**src/rtl/conv55_16_seq_ctrl.sv**
```systemverilog
// conv55_16_seq_ctrl: read/enable sequencer for one 5x5x16 convolution engine.
// Walks an IMG_H x IMG_W map as (IMG_H-4) five-row bands, one column read per
// cycle, and tags each read that completes a 5-wide window. The tag and the output
// coordinates travel a (1+ENG_LAT)-deep pipe, so each result appears exactly when
// the engine's convValue is valid. It is presented with a valid/ready handshake.
// A stall (out_valid && !out_ready) freezes the whole pipeline. rd_en and conv_en
// are gated combinationally during a stall, so no read or engine step is lost.
// Optional feature: define CONV_CTRL_PERF_CNT_EN to add the stall_cnt port and counter.
module conv55_16_seq_ctrl #(
  parameter int unsigned IMG_W      = 32,
  parameter int unsigned IMG_H      = 32,
  parameter int unsigned ENG_LAT    = 1,
  parameter int unsigned ADDR_WIDTH = 10
) (
  input  logic                  clk,
  input  logic                  rst,
  input  logic                  start,
  output logic                  busy,
  output logic                  done,
  output logic                  rd_en,
  output logic [ADDR_WIDTH-1:0] rd_row,
  output logic [ADDR_WIDTH-1:0] rd_col,
  output logic                  conv_en,
  output logic                  out_valid,
  input  logic                  out_ready,
  output logic [ADDR_WIDTH-1:0] out_row,
  output logic [ADDR_WIDTH-1:0] out_col
`ifdef CONV_CTRL_PERF_CNT_EN
  ,
  output logic [31:0]           stall_cnt
`endif
);

  localparam int unsigned DEPTH = ENG_LAT + 1;
  localparam logic [ADDR_WIDTH-1:0] COL_LAST  = ADDR_WIDTH'(IMG_W - 1);
  localparam logic [ADDR_WIDTH-1:0] ROW_LAST  = ADDR_WIDTH'(IMG_H - 5);
  localparam logic [ADDR_WIDTH-1:0] OCOL_LAST = ADDR_WIDTH'(IMG_W - 5);
  localparam logic [ADDR_WIDTH-1:0] FILL      = ADDR_WIDTH'(4);
  localparam logic [ADDR_WIDTH-1:0] ONE       = ADDR_WIDTH'(1);

  typedef enum logic [1:0] {
    S_IDLE  = 2'd0,
    S_RUN   = 2'd1,
    S_DRAIN = 2'd2,
    S_DONE  = 2'd3
  } state_t;

  state_t                  state;
  logic                    conv_q;
  logic [DEPTH-1:0]        tag_vld;
  logic [ADDR_WIDTH-1:0]   tag_row [DEPTH];
  logic [ADDR_WIDTH-1:0]   tag_col [DEPTH];
  logic                    stall_c;
  logic                    last_xfer_c;

  // Pipeline freeze and the final-result handshake.
  assign stall_c     = out_valid && !out_ready;
  assign last_xfer_c = out_valid && out_ready &&
                       (out_row == ROW_LAST) && (out_col == OCOL_LAST);

  // Read and engine enables are suppressed in any stalled cycle.
  assign rd_en   = (state == S_RUN) && !stall_c;
  assign conv_en = conv_q && !stall_c;

  // The last stage of the tag pipe is the presented result.
  assign out_valid = tag_vld[DEPTH-1];
  assign out_row   = tag_row[DEPTH-1];
  assign out_col   = tag_col[DEPTH-1];

  // Sequencer FSM, read counters, and the window tag/coordinate pipe.
  always_ff @(posedge clk) begin
    if (rst) begin
      state   <= S_IDLE;
      busy    <= 1'b0;
      done    <= 1'b0;
      rd_row  <= '0;
      rd_col  <= '0;
      conv_q  <= 1'b0;
      tag_vld <= '0;
      for (int unsigned i = 0; i < DEPTH; i++) begin
        tag_row[i] <= '0;
        tag_col[i] <= '0;
      end
    end else begin
      done <= 1'b0;

      if (!stall_c) begin
        conv_q     <= rd_en;
        tag_vld[0] <= rd_en && (rd_col >= FILL);
        tag_row[0] <= rd_row;
        tag_col[0] <= (rd_col >= FILL) ? (rd_col - FILL) : '0;
        for (int unsigned i = 1; i < DEPTH; i++) begin
          tag_vld[i] <= tag_vld[i-1];
          tag_row[i] <= tag_row[i-1];
          tag_col[i] <= tag_col[i-1];
        end
      end

      case (state)
        S_IDLE: begin
          if (start) begin
            state  <= S_RUN;
            busy   <= 1'b1;
            rd_row <= '0;
            rd_col <= '0;
          end
        end
        S_RUN: begin
          if (!stall_c) begin
            if (rd_col == COL_LAST) begin
              rd_col <= '0;
              if (rd_row == ROW_LAST) begin
                rd_row <= '0;
                state  <= S_DRAIN;
              end else begin
                rd_row <= rd_row + ONE;
              end
            end else begin
              rd_col <= rd_col + ONE;
            end
          end
        end
        S_DRAIN: begin
          if (last_xfer_c) begin
            state <= S_DONE;
            busy  <= 1'b0;
            done  <= 1'b1;
          end
        end
        S_DONE: begin
          state <= S_IDLE;
        end
        default: begin
          state <= S_IDLE;
          busy  <= 1'b0;
        end
      endcase
    end
  end

`ifdef CONV_CTRL_PERF_CNT_EN
  // Saturating count of stalled cycles, restarted with each accepted start.
  always_ff @(posedge clk) begin
    if (rst) begin
      stall_cnt <= '0;
    end else if ((state == S_IDLE) && start) begin
      stall_cnt <= '0;
    end else if (stall_c && (stall_cnt != 32'hFFFF_FFFF)) begin
      stall_cnt <= stall_cnt + 32'd1;
    end
  end
`endif

endmodule

```
**config.mk**
```make
export PLATFORM = sky130hd
export DESIGN_NAME = conv55_16_seq_ctrl
export DESIGN_NICKNAME = d
export VERILOG_FILES = /design/src/rtl/conv55_16_seq_ctrl.sv
export SDC_FILE = /design/constraint.sdc
export NUM_CORES = 1
export LEC_CHECK = 0
export CORE_ASPECT_RATIO = 1.25
export CORE_MARGIN = 2
export CORE_UTILIZATION = 35
export DETAILED_ROUTE_END_ITERATION = 7
export DONT_BUFFER_PORTS = 1
export MAX_ROUTING_LAYER = met4
export SYNTH_ARGS = -nofsm -noshare
export SYNTH_HDL_FRONTEND = slang
export SYNTH_SLANG_ARGS = --single-unit
export TNS_END_PERCENT = 50
```
**constraint.sdc**
```tcl
create_clock -name clk -period 3 [get_ports clk]
set_clock_uncertainty 0.05 [all_clocks]
set_input_delay 0.6 -clock clk [delete_from_list [all_inputs] [get_ports clk]]
set_output_delay 0.6 -clock clk [all_outputs]
set_load 0.005 [all_outputs]
```
==> results of run 1 <==
per-layer routing:
layer  track usage  up-vias  share of wire
li1              -      998              -
met1        0.1512      947           0.42
met2        0.1896       53           0.47
met3       0.05063        9          0.081
met4       0.07562        0          0.024
met5             -        -              0
stage by stage:
stage | setup slack (ns) | cells
floorplan | 0.6747 | 302
global placement | 0.9247 | 397
detailed placement | 0.8701 | 397
CTS | 0.8727 | 413
global route | 0.7267 | 413
finish | 0.8997 | 413
area by class of cell:
cell class	count	area [µm²]	share of cell area
Clock buffer	14	264.0	0.07664
Tap cell	123	153.9	0.04468
Multi-Input combinational cell	190	1200	0.3483
Clock inverter	2	10.01	0.002906
Inverter	14	52.55	0.01526
Timing Repair Buffer	3	22.52	0.006538
Sequential cell	67	1742	0.5056
cells by family (layout without fill, tap and decap cells):
family / Yosys count / after routing / synth area share
compound gates: 40 / 40 / 0.08731
xor+xnor: 12 / 12 / 0.03289
fa+ha+maj: 9 / 9 / 0.03524
buf+inv: 45 / 33 / 0.07948
flops: 67 / 67 / 0.5450
mux: 1 / 1 / 0.003132
simple gates: 128 / 128 / 0.2169
cell usage in the layout, fill, tap and decap left out, drive strengths merged, types with 2 or more instances in the layout:
master,n
a31oi,2
and3,2
o31ai,7
clkbuf,14
a22oi,2
nand4,3
nor2b,5
nor2,34
or2,3
nor3,5
a21oi,8
and2,30
nand3,6
nor3b,2
or4,4
nand2b,2
o211a,2
dfxtp,27
nor4,3
edfxtp,40
xnor2,10
nand2,19
nor4bb,2
clkinv,2
xor2,2
buf,3
o41ai,2
or3,2
inv,14
o21ai,13
ha,9
cell usage after synthesis (2+ instances only):
| library cell | instances | share of area |
|---|---|---|
| sky130_fd_sc_hd__edfxtp_1 | 40 | 0.38 |
| sky130_fd_sc_hd__nor2_1 | 34 | 0.040 |
| sky130_fd_sc_hd__and2_1 | 30 | 0.059 |
| sky130_fd_sc_hd__dfxtp_1 | 27 | 0.17 |
| sky130_fd_sc_hd__buf_4 | 20 | 0.047 |
| sky130_fd_sc_hd__nand2_1 | 18 | 0.021 |
| sky130_fd_sc_hd__inv_1 | 14 | 0.016 |
| sky130_fd_sc_hd__o21ai_0 | 12 | 0.019 |
| sky130_fd_sc_hd__xnor2_1 | 10 | 0.027 |
| sky130_fd_sc_hd__ha_1 | 9 | 0.035 |
| sky130_fd_sc_hd__a21oi_1 | 8 | 0.013 |
| sky130_fd_sc_hd__clkbuf_1 | 8 | 0.0094 |
| sky130_fd_sc_hd__o31ai_1 | 7 | 0.016 |
| sky130_fd_sc_hd__nand3_1 | 6 | 0.0094 |
| sky130_fd_sc_hd__nor2b_1 | 5 | 0.0098 |
| sky130_fd_sc_hd__nor3_1 | 5 | 0.0078 |
| sky130_fd_sc_hd__nand4_1 | 3 | 0.0059 |
| sky130_fd_sc_hd__nor4_1 | 3 | 0.0059 |
| sky130_fd_sc_hd__or2_2 | 3 | 0.0059 |
| sky130_fd_sc_hd__or4_1 | 3 | 0.0070 |
| sky130_fd_sc_hd__a22oi_1 | 2 | 0.0047 |
| sky130_fd_sc_hd__a31oi_1 | 2 | 0.0039 |
| sky130_fd_sc_hd__and3_1 | 2 | 0.0039 |
| sky130_fd_sc_hd__nand2b_1 | 2 | 0.0039 |
| sky130_fd_sc_hd__nor3b_1 | 2 | 0.0047 |
| sky130_fd_sc_hd__nor4bb_1 | 2 | 0.0063 |
| sky130_fd_sc_hd__o211a_1 | 2 | 0.0063 |
| sky130_fd_sc_hd__or3_1 | 2 | 0.0039 |
| sky130_fd_sc_hd__xor2_1 | 2 | 0.0055 |
registers in the layout (all words and copies together) (netlist names):
signal / flops
tag_vld: 2
rd_row: 10
done: 1
tag_row: 20
conv_q: 1
tag_col: 20
rd_col: 10
busy: 1
state: 2
power by group:
group | internal, W | switching (W) | total, W
combinational | 0.000129 | 0.000232 | 0.000361
clock | 0.000602 | 0.000359 | 0.000961
sequential | 0.00100 | 0.0000387 | 0.00104
total | 0.00173 | 0.000630 | 0.00236
critical path, delay by kind of cell (launching register included):
kind / cells / cell delay [ns]
and+or+nand+nor: 2 / 0.72
DFF: 1 / 0.40
path summary, 6_finish.rpt:
| path | startpoint | end | slack (ns) |
|---|---|---|---|
| setup reg to reg | tag_row[0][15]$_SDFFCE_PN0P_ | state[1]$_SDFFE_PP0P_ | 0.90 |
| hold reg to reg | conv_q$_SDFFE_PP0N_ | conv_q$_SDFFE_PP0N_ | 0.43 |
| hold / removal | rst | rd_col[4]$_SDFFE_PP0P_ | 0.28 |
| setup / recovery | tag_vld[1]$_SDFFE_PP0N_ | rd_en | 0.90 |
==> reports/summary.json, run 1 <==
{
  "timing.slew.headroom": {"value": 0.5819},
  "detailed_route_drc_error_count": {"value": 0},
  "die_area": {"value": 9915, "unit": "µm²"},
  "p_leak": {"value": 1.345, "unit": "nW"},
  "post_cts.repair.setup_buffers": {"value": 0},
  "std_cell_rows": {"value": 39},
  "syn2layout_area_growth": {"value": 7.792, "unit": "%"},
  "synthesis.area_per_instance": {"value": 10.58, "unit": "µm²"},
  "vdd.ir_drop.worst": {"value": 0.2579, "unit": "mV"},
  "timing_worst_setup_path_type": {"value": "flip-flop to primary output"},
  "fmax": {"value": 476.1, "unit": "MHz"},
  "initial_utilization": {"value": 0.3540},
  "source_to_sink_clock_delay_at_the_later_pin_of_the_worst_skew_pair": {"value": 0.33, "unit": "ns"},
  "die_h": {"value": 110.8, "unit": "µm"},
  "floorplan.die.width": {"value": 89.47, "unit": "µm"},
  "syn_nets": {"value": 315},
  "detailroute.via_count": {"value": 2007},
  "worst_hold_slack": {"value": 0.2812, "unit": "ns"},
  "timing.final.hold_violations": {"value": 0},
  "dominantRegCellSynth": {"value": "sky130_fd_sc_hd__edfxtp_1"},
  "numCtsBuffers": {"value": 9},
  "status": {"value": "completed"},
  "rsz0062_at_grt": {"value": "false"},
  "wirelength": {"value": 5.922, "unit": "mm"},
  "placement.cell_area": {"value": 3171, "unit": "µm²"},
  "synth_seq_cells": {"value": 67},
  "cts_tree": {"value": "done"},
  "critical-path-max-stage-delay": {"value": 0.54, "unit": "ns"},
  "hold_path_class": {"value": "input port to flip-flop"},
  "synthDistinctLibCells": {"value": 48},
  "holdPathStages": {"value": 1},
  "postLayoutCellArea": {"value": 3445, "unit": "µm²"},
  "critical_path.startpoint_type": {"value": "flip-flop"},
  "worst_path_max_delay_cell": {"value": "sky130_fd_sc_hd__nor2b_1"},
  "endpoints_failing_setup": {"value": 0},
  "avgRoutedWirePerCell": {"value": 14.34, "unit": "µm"},
  "power": {"value": 0.002363, "unit": "W"},
  "cts.path.max_buffers": {"value": 2},
  "design.portCount": {"value": 49},
  "critical_path_arrival": {"value": 1.45, "unit": "ns"},
  "cts_root_buf": {"value": "sky130_fd_sc_hd__clkbuf_16"},
  "dr.pass1.iters": {"value": 4},
  "drt_iter0_drc": {"value": 112},
  "synth_enable_flop_cells": {"value": 40},
  "postSynthCellCount": {"value": 302},
  "nNetsFinal": {"value": 298},
  "worst_setup_hold_path_clk_slew": {"value": 0.05, "unit": "ns"},
  "wire_length_of_the_first_global_routing_pass": {"value": 9.480, "unit": "mm"},
  "timing_worst_slew_pin_value": {"value": 0.6272, "unit": "ns"},
  "num-fill-cells": {"value": 898},
  "place.gp.congestion": {"value": 0.8141},
  "final_layout_size_suffix_gt1_frac": {"value": 0.07931},
  "totalNegativeSetupSlack": {"value": 0, "unit": "ns"},
  "place_hpwl": {"value": 4.129, "unit": "mm"},
  "track_usage": {"value": 0.1306},
  "grt.overflow.total": {"value": 0},
  "clock_tree.htree_level_count": {"value": 3},
  "synth-warning-count": {"value": 0},
  "share_of_the_yosys_chip_area_belonging_to_registers": {"value": 0.5450},
  "minimum_period_implied_by_the_final_worst_setup_slack": {"value": 2.100, "unit": "ns"},
  "tritoncts_num_sinks": {"value": 67},
  "crit_chain": {"value": "nor2b_1, nor2_1"},
  "grt_max_degree": {"value": 42},
  "p_per_area": {"value": 686.1, "unit": "nW/µm²"},
  "cts_hold_buf": {"value": 0},
  "finalMaxSlewViolations": {"value": 0},
  "detail_route.vias_per_cell": {"value": 4.860},
  "worst-path-max-fanout": {"value": 8},
  "coreArea": {"value": 9027, "unit": "µm²"},
  "via_count_of_the_first_global_routing_pass": {"value": 1896},
  "worstRegToRegCells": {"value": 4},
  "required": {"value": 2.35, "unit": "ns"},
  "syn-cell-area": {"value": 3196, "unit": "µm²"},
  "drtAntennaViolNets": {"value": 0},
  "antenna_violations_before_repair": {"value": 0},
  "max_cap_violations": {"value": 0},
  "postLayoutCoreUtil": {"value": 0.3816},
  "crit_path_end_kind": {"value": "primary output"},
  "port_buffers": {"value": 0},
  "ys_async_sr_fraction": {"value": 0},
  "period_share": {"value": 0.7001},
  "antenna-diode-count": {"value": 0},
  "post_cts_resized": {"value": 0}
}
Note: power is estimated with default switching activity, not from simulation.
==> run 2, diff against run 1 <==
--- a/config.mk
+++ b/config.mk
@@ -5,6 +5,7 @@
 export SDC_FILE = /design/constraint.sdc
 export NUM_CORES = 1
 export LEC_CHECK = 0
+export ABC_AREA = 1
 export CORE_ASPECT_RATIO = 1.25
 export CORE_MARGIN = 2
 export CORE_UTILIZATION = 35
==> constraint.sdc (replaced) <==
create_clock -name clk -period 1.79 [get_ports clk]
set_clock_uncertainty 0.05 [all_clocks]
set_input_delay 0.358 -clock clk [delete_from_list [all_inputs] [get_ports clk]]
set_output_delay 0.358 -clock clk [all_outputs]
set_load 0.005 [all_outputs]
==> run 2 against run 1 <==
  * Hold slack lost 0.24 ns
  * Sequential cell count did not move
  * Sequential power increased by 65%
  * Synthesized cell count up 39%
  * Critical path type unchanged
  * Critical endpoint unchanged
  * Highest routed layer unchanged
==> reports/summary.json, run 2 <==
{
  "status": {"value": "completed"},
  "part_of_the_power_in_combinational_logic": {"value": 0.207},
  "drtAntennaViolNets": {"value": 0},
  "synth_top_cells_by_count": {"value": "sky130_fd_sc_hd__nor2_1, sky130_fd_sc_hd__nand2_1, sky130_fd_sc_hd__inv_1"},
  "synth_seq_cells": {"value": 67},
  "initial_utilization": {"value": 0.3579},
  "num-fill-cells": {"value": 925},
  "port_buffers": {"value": 0},
  "synth-simple-area-share": {"value": 0.2549},
  "tritoncts_num_sinks": {"value": 67},
  "final_layout_size_suffix_gt1_frac": {"value": 0.1425},
  "worst-path-max-fanout": {"value": 6},
  "die_h": {"value": 114.5, "unit": "µm"},
  "cts_tree": {"value": "done"},
  "crit_path_end_kind": {"value": "primary output"},
  "synth-warning-count": {"value": 0},
  "max_cap_violations": {"value": 0},
  "design.portCount": {"value": 49},
  "total_switching_power": {"value": 0.001196, "unit": "W"},
  "clock_tree.htree_level_count": {"value": 3},
  "synth.area.mux_share": {"value": 0},
  "detailed_route_drc_error_count": {"value": 0},
  "floorplan.die.width": {"value": 92.43, "unit": "µm"},
  "synthesis.area_per_instance": {"value": 8.145, "unit": "µm²"},
  "power.clock.fraction": {"value": 0.388},
  "worst_r2r_endpoint": {"value": "rd_row[4]$_SDFFE_PP0P_"},
  "final_common_cell": {"value": "sky130_fd_sc_hd__nor2_1"},
  "area_taken_by_flip_flops_and_latches": {"value": 1745, "unit": "µm²"},
  "hold_start": {"value": "rst"},
  "minimum_period_implied_by_the_final_worst_setup_slack": {"value": 1.684, "unit": "ns"},
  "antenna-diode-count": {"value": 0},
  "die_area": {"value": 10590, "unit": "µm²"},
  "cts_root_buf": {"value": "sky130_fd_sc_hd__clkbuf_16"},
  "p_leak": {"value": 1.632, "unit": "nW"},
  "holdPathStages": {"value": 1},
  "synth_enable_flop_cells": {"value": 40},
  "share_of_the_yosys_chip_area_belonging_to_registers": {"value": 0.5091},
  "avgRoutedWirePerCell": {"value": 12.60, "unit": "µm"},
  "wire_length_of_the_first_global_routing_pass": {"value": 11.14, "unit": "mm"},
  "worst_setup_hold_path_clk_slew": {"value": 0.05, "unit": "ns"},
  "internal_power": {"value": 0.003058, "unit": "W"},
  "drt_iter0_drc": {"value": 84},
  "synth_top_family_by_area": {"value": "simple AND/OR/NAND/NOR gates"},
  "worst_r2r_startpoint": {"value": "state[0]$_SDFFE_PP0P_"},
  "wirelength": {"value": 6.979, "unit": "mm"},
  "hold_path_class": {"value": "input port to flip-flop"},
  "via_count_of_the_first_global_routing_pass": {"value": 2383},
  "place_hpwl": {"value": 5.120, "unit": "mm"},
  "std_cell_rows": {"value": 40},
  "timing_worst_setup_path_type": {"value": "flip-flop to primary output"},
  "ff2ff_setup_slack": {"value": 0.11, "unit": "ns"},
  "detail_route.vias_per_cell": {"value": 4.599},
  "required": {"value": 1.38, "unit": "ns"},
  "nNetsFinal": {"value": 437},
  "fmax": {"value": 593.9, "unit": "MHz"},
  "synth_xor_xnor_area_share": {"value": 0.005121},
  "dominantRegCellSynth": {"value": "sky130_fd_sc_hd__edfxtp_1"},
  "netlist_top_cells_area": {"value": "sky130_fd_sc_hd__edfxtp_1, sky130_fd_sc_hd__dfxtp_1, sky130_fd_sc_hd__nor2_1"},
  "syn2layout_area_growth": {"value": 12.58, "unit": "%"},
  "timing.slew.headroom": {"value": 0.6637},
  "placement.setup.worst_slack": {"value": 0.05548, "unit": "ns"},
  "switching_share": {"value": 0.2811},
  "dr.pass1.iters": {"value": 4},
  "antenna_violations_before_repair": {"value": 0},
  "track_usage": {"value": 0.1410},
  "synth-compound-area-share": {"value": 0.05852},
  "ys_async_sr_fraction": {"value": 0},
  "numCtsBuffers": {"value": 9},
  "detailroute.via_count": {"value": 2548},
  "finalMaxSlewViolations": {"value": 0},
  "critical_path.startpoint_type": {"value": "flip-flop"},
  "endpoints_failing_setup": {"value": 0},
  "period_share": {"value": 0.9406},
  "area_share_of_the_leading_cell_type_in_the_synthesized_netlist": {"value": 0.3511},
  "most_frequent_cells_in_the_layout": {"value": "sky130_fd_sc_hd__nor2_1, sky130_fd_sc_hd__nand2_1, sky130_fd_sc_hd__inv_1"},
  "syn_nets": {"value": 433},
  "synth_fa_ha_area_frac": {"value": 0.03292},
  "grt_max_degree": {"value": 44},
  "timing_worst_slew_pin_value": {"value": 0.5044, "unit": "ns"},
  "grt.overflow.total": {"value": 0},
  "syn-cell-area": {"value": 3421, "unit": "µm²"},
  "multiInputGateArea": {"value": 1230, "unit": "µm²"},
  "postSynthCellCount": {"value": 420},
  "critical_path_arrival": {"value": 1.28, "unit": "ns"},
  "hold-path-endpoint": {"value": "rd_row[8]$_SDFFE_PP0P_"},
  "timing.final.hold_violations": {"value": 0},
  "vdd.ir_drop.worst": {"value": 0.5175, "unit": "mV"},
  "synthDistinctLibCells": {"value": 31},
  "p_seq_frac": {"value": 0.405},
  "coreArea": {"value": 9559, "unit": "µm²"},
  "power": {"value": 0.004254, "unit": "W"},
  "cts.path.max_buffers": {"value": 2},
  "worstRegToRegCells": {"value": 13},
  "synthMostInstantiatedCell": {"value": "sky130_fd_sc_hd__nor2_1"},
  "largest_regs": {"value": "tag_col: 20 flops, tag_row: 20 flops"},
  "source_to_sink_clock_delay_at_the_later_pin_of_the_worst_skew_pair": {"value": 0.33, "unit": "ns"},
  "synth_top_area_cell": {"value": "sky130_fd_sc_hd__edfxtp_1"},
  "p_per_area": {"value": 1105, "unit": "nW/µm²"},
  "place.gp.congestion": {"value": 0.8676},
  "postLayoutSetupSlackWorst": {"value": 0.1064, "unit": "ns"}
}
## run 2: cell type report
cell class | count | area share
tap | 126 | 0.04094
inverter | 72 | 0.07018
multi-input combinational | 252 | 0.3194
clock inverter | 4 | 0.01105
timing repair buffer | 22 | 0.04483
sequential | 67 | 0.4532
clock buffer | 11 | 0.06043
## run 2: cells by family (layout without fill, tap and decap cells)
| family | count (synthesis) | after routing |
|---|---|---|
| buffers and inverters | 101 | 109 |
| xor gates and xnor gates | 2 | 2 |
| adders and majority gates | 9 | 9 |
| AOI/OAI and AO/OA | 36 | 36 |
| and+or+nand+nor | 205 | 205 |
| DFF | 67 | 67 |
## run 2: routing by layer
metal,vias up,track usage,share of wire
met5,-,-,0
li1,1320,-,-
met1,1151,0.1571,0.42
met2,63,0.2190,0.49
met4,0,0.07861,0.023
met3,14,0.05135,0.065
## run 2: stage by stage
stage	TNS, ns	utilization	area, µm²	hold slack, ns	instances
floorplan	0	-	3423	0.3918	420
global placement	0	0.3695	3532	0.3805	538
detailed placement	0	0.3695	3532	0.3827	538
CTS	0	0.3983	3807	0.02759	553
global route	-0.01272	0.4029	3851	0.02554	554
finish	0	0.4029	3851	0.04052	554
## run 2: worst max path at each step
| stage | start | to | cells after the start |
|---|---|---|---|
| after floorplan | rst | tag_col[0][0]$_SDFFCE_PN0P_ | 4 |
| after global placement | state[0]$_SDFFE_PP0P_ | rd_col[4]$_SDFFE_PP0P_ | 10 |
| after detailed placement | state[0]$_SDFFE_PP0P_ | rd_row[2]$_SDFFE_PP0P_ | 11 |
| after CTS | state[1]$_SDFFE_PP0P_ | rd_en | 4 |
| after global routing | rd_col[1]$_SDFFE_PP0P_ | state[0]$_SDFFE_PP0P_ | 10 |
| final | state[1]$_SDFFE_PP0P_ | rd_en | 4 |
## run 2: repair_timing
item,CTS,global route
setup endpoints to repair,0,14
gates resized for setup,0,11
setup buffers,0,1
hold buffers,0,0
## run 2: power by group through the flow
| stage | clock network, W | registers (W) | logic, W |
|---|---|---|---|
| 3_3_place_gp | 0 | 0.00175 | 0.000761 |
| 2_1_floorplan | 0 | 0.00176 | 0.000563 |
| 5_1_grt | 0.00175 | 0.00173 | 0.000978 |
| 3_5_place_dp | 0 | 0.00175 | 0.000783 |
| 6_report | 0.00165 | 0.00172 | 0.000880 |
| 4_1_cts | 0.00169 | 0.00172 | 0.000786 |
## run 2: critical path, stage by stage, from the launching register on
cell and delay (ns):
sky130_fd_sc_hd__dfxtp_1 0.32, sky130_fd_sc_hd__inv_1 0.08, sky130_fd_sc_hd__ha_1 0.24, sky130_fd_sc_hd__inv_2 0.13
sky130_fd_sc_hd__nor2_4 0.17
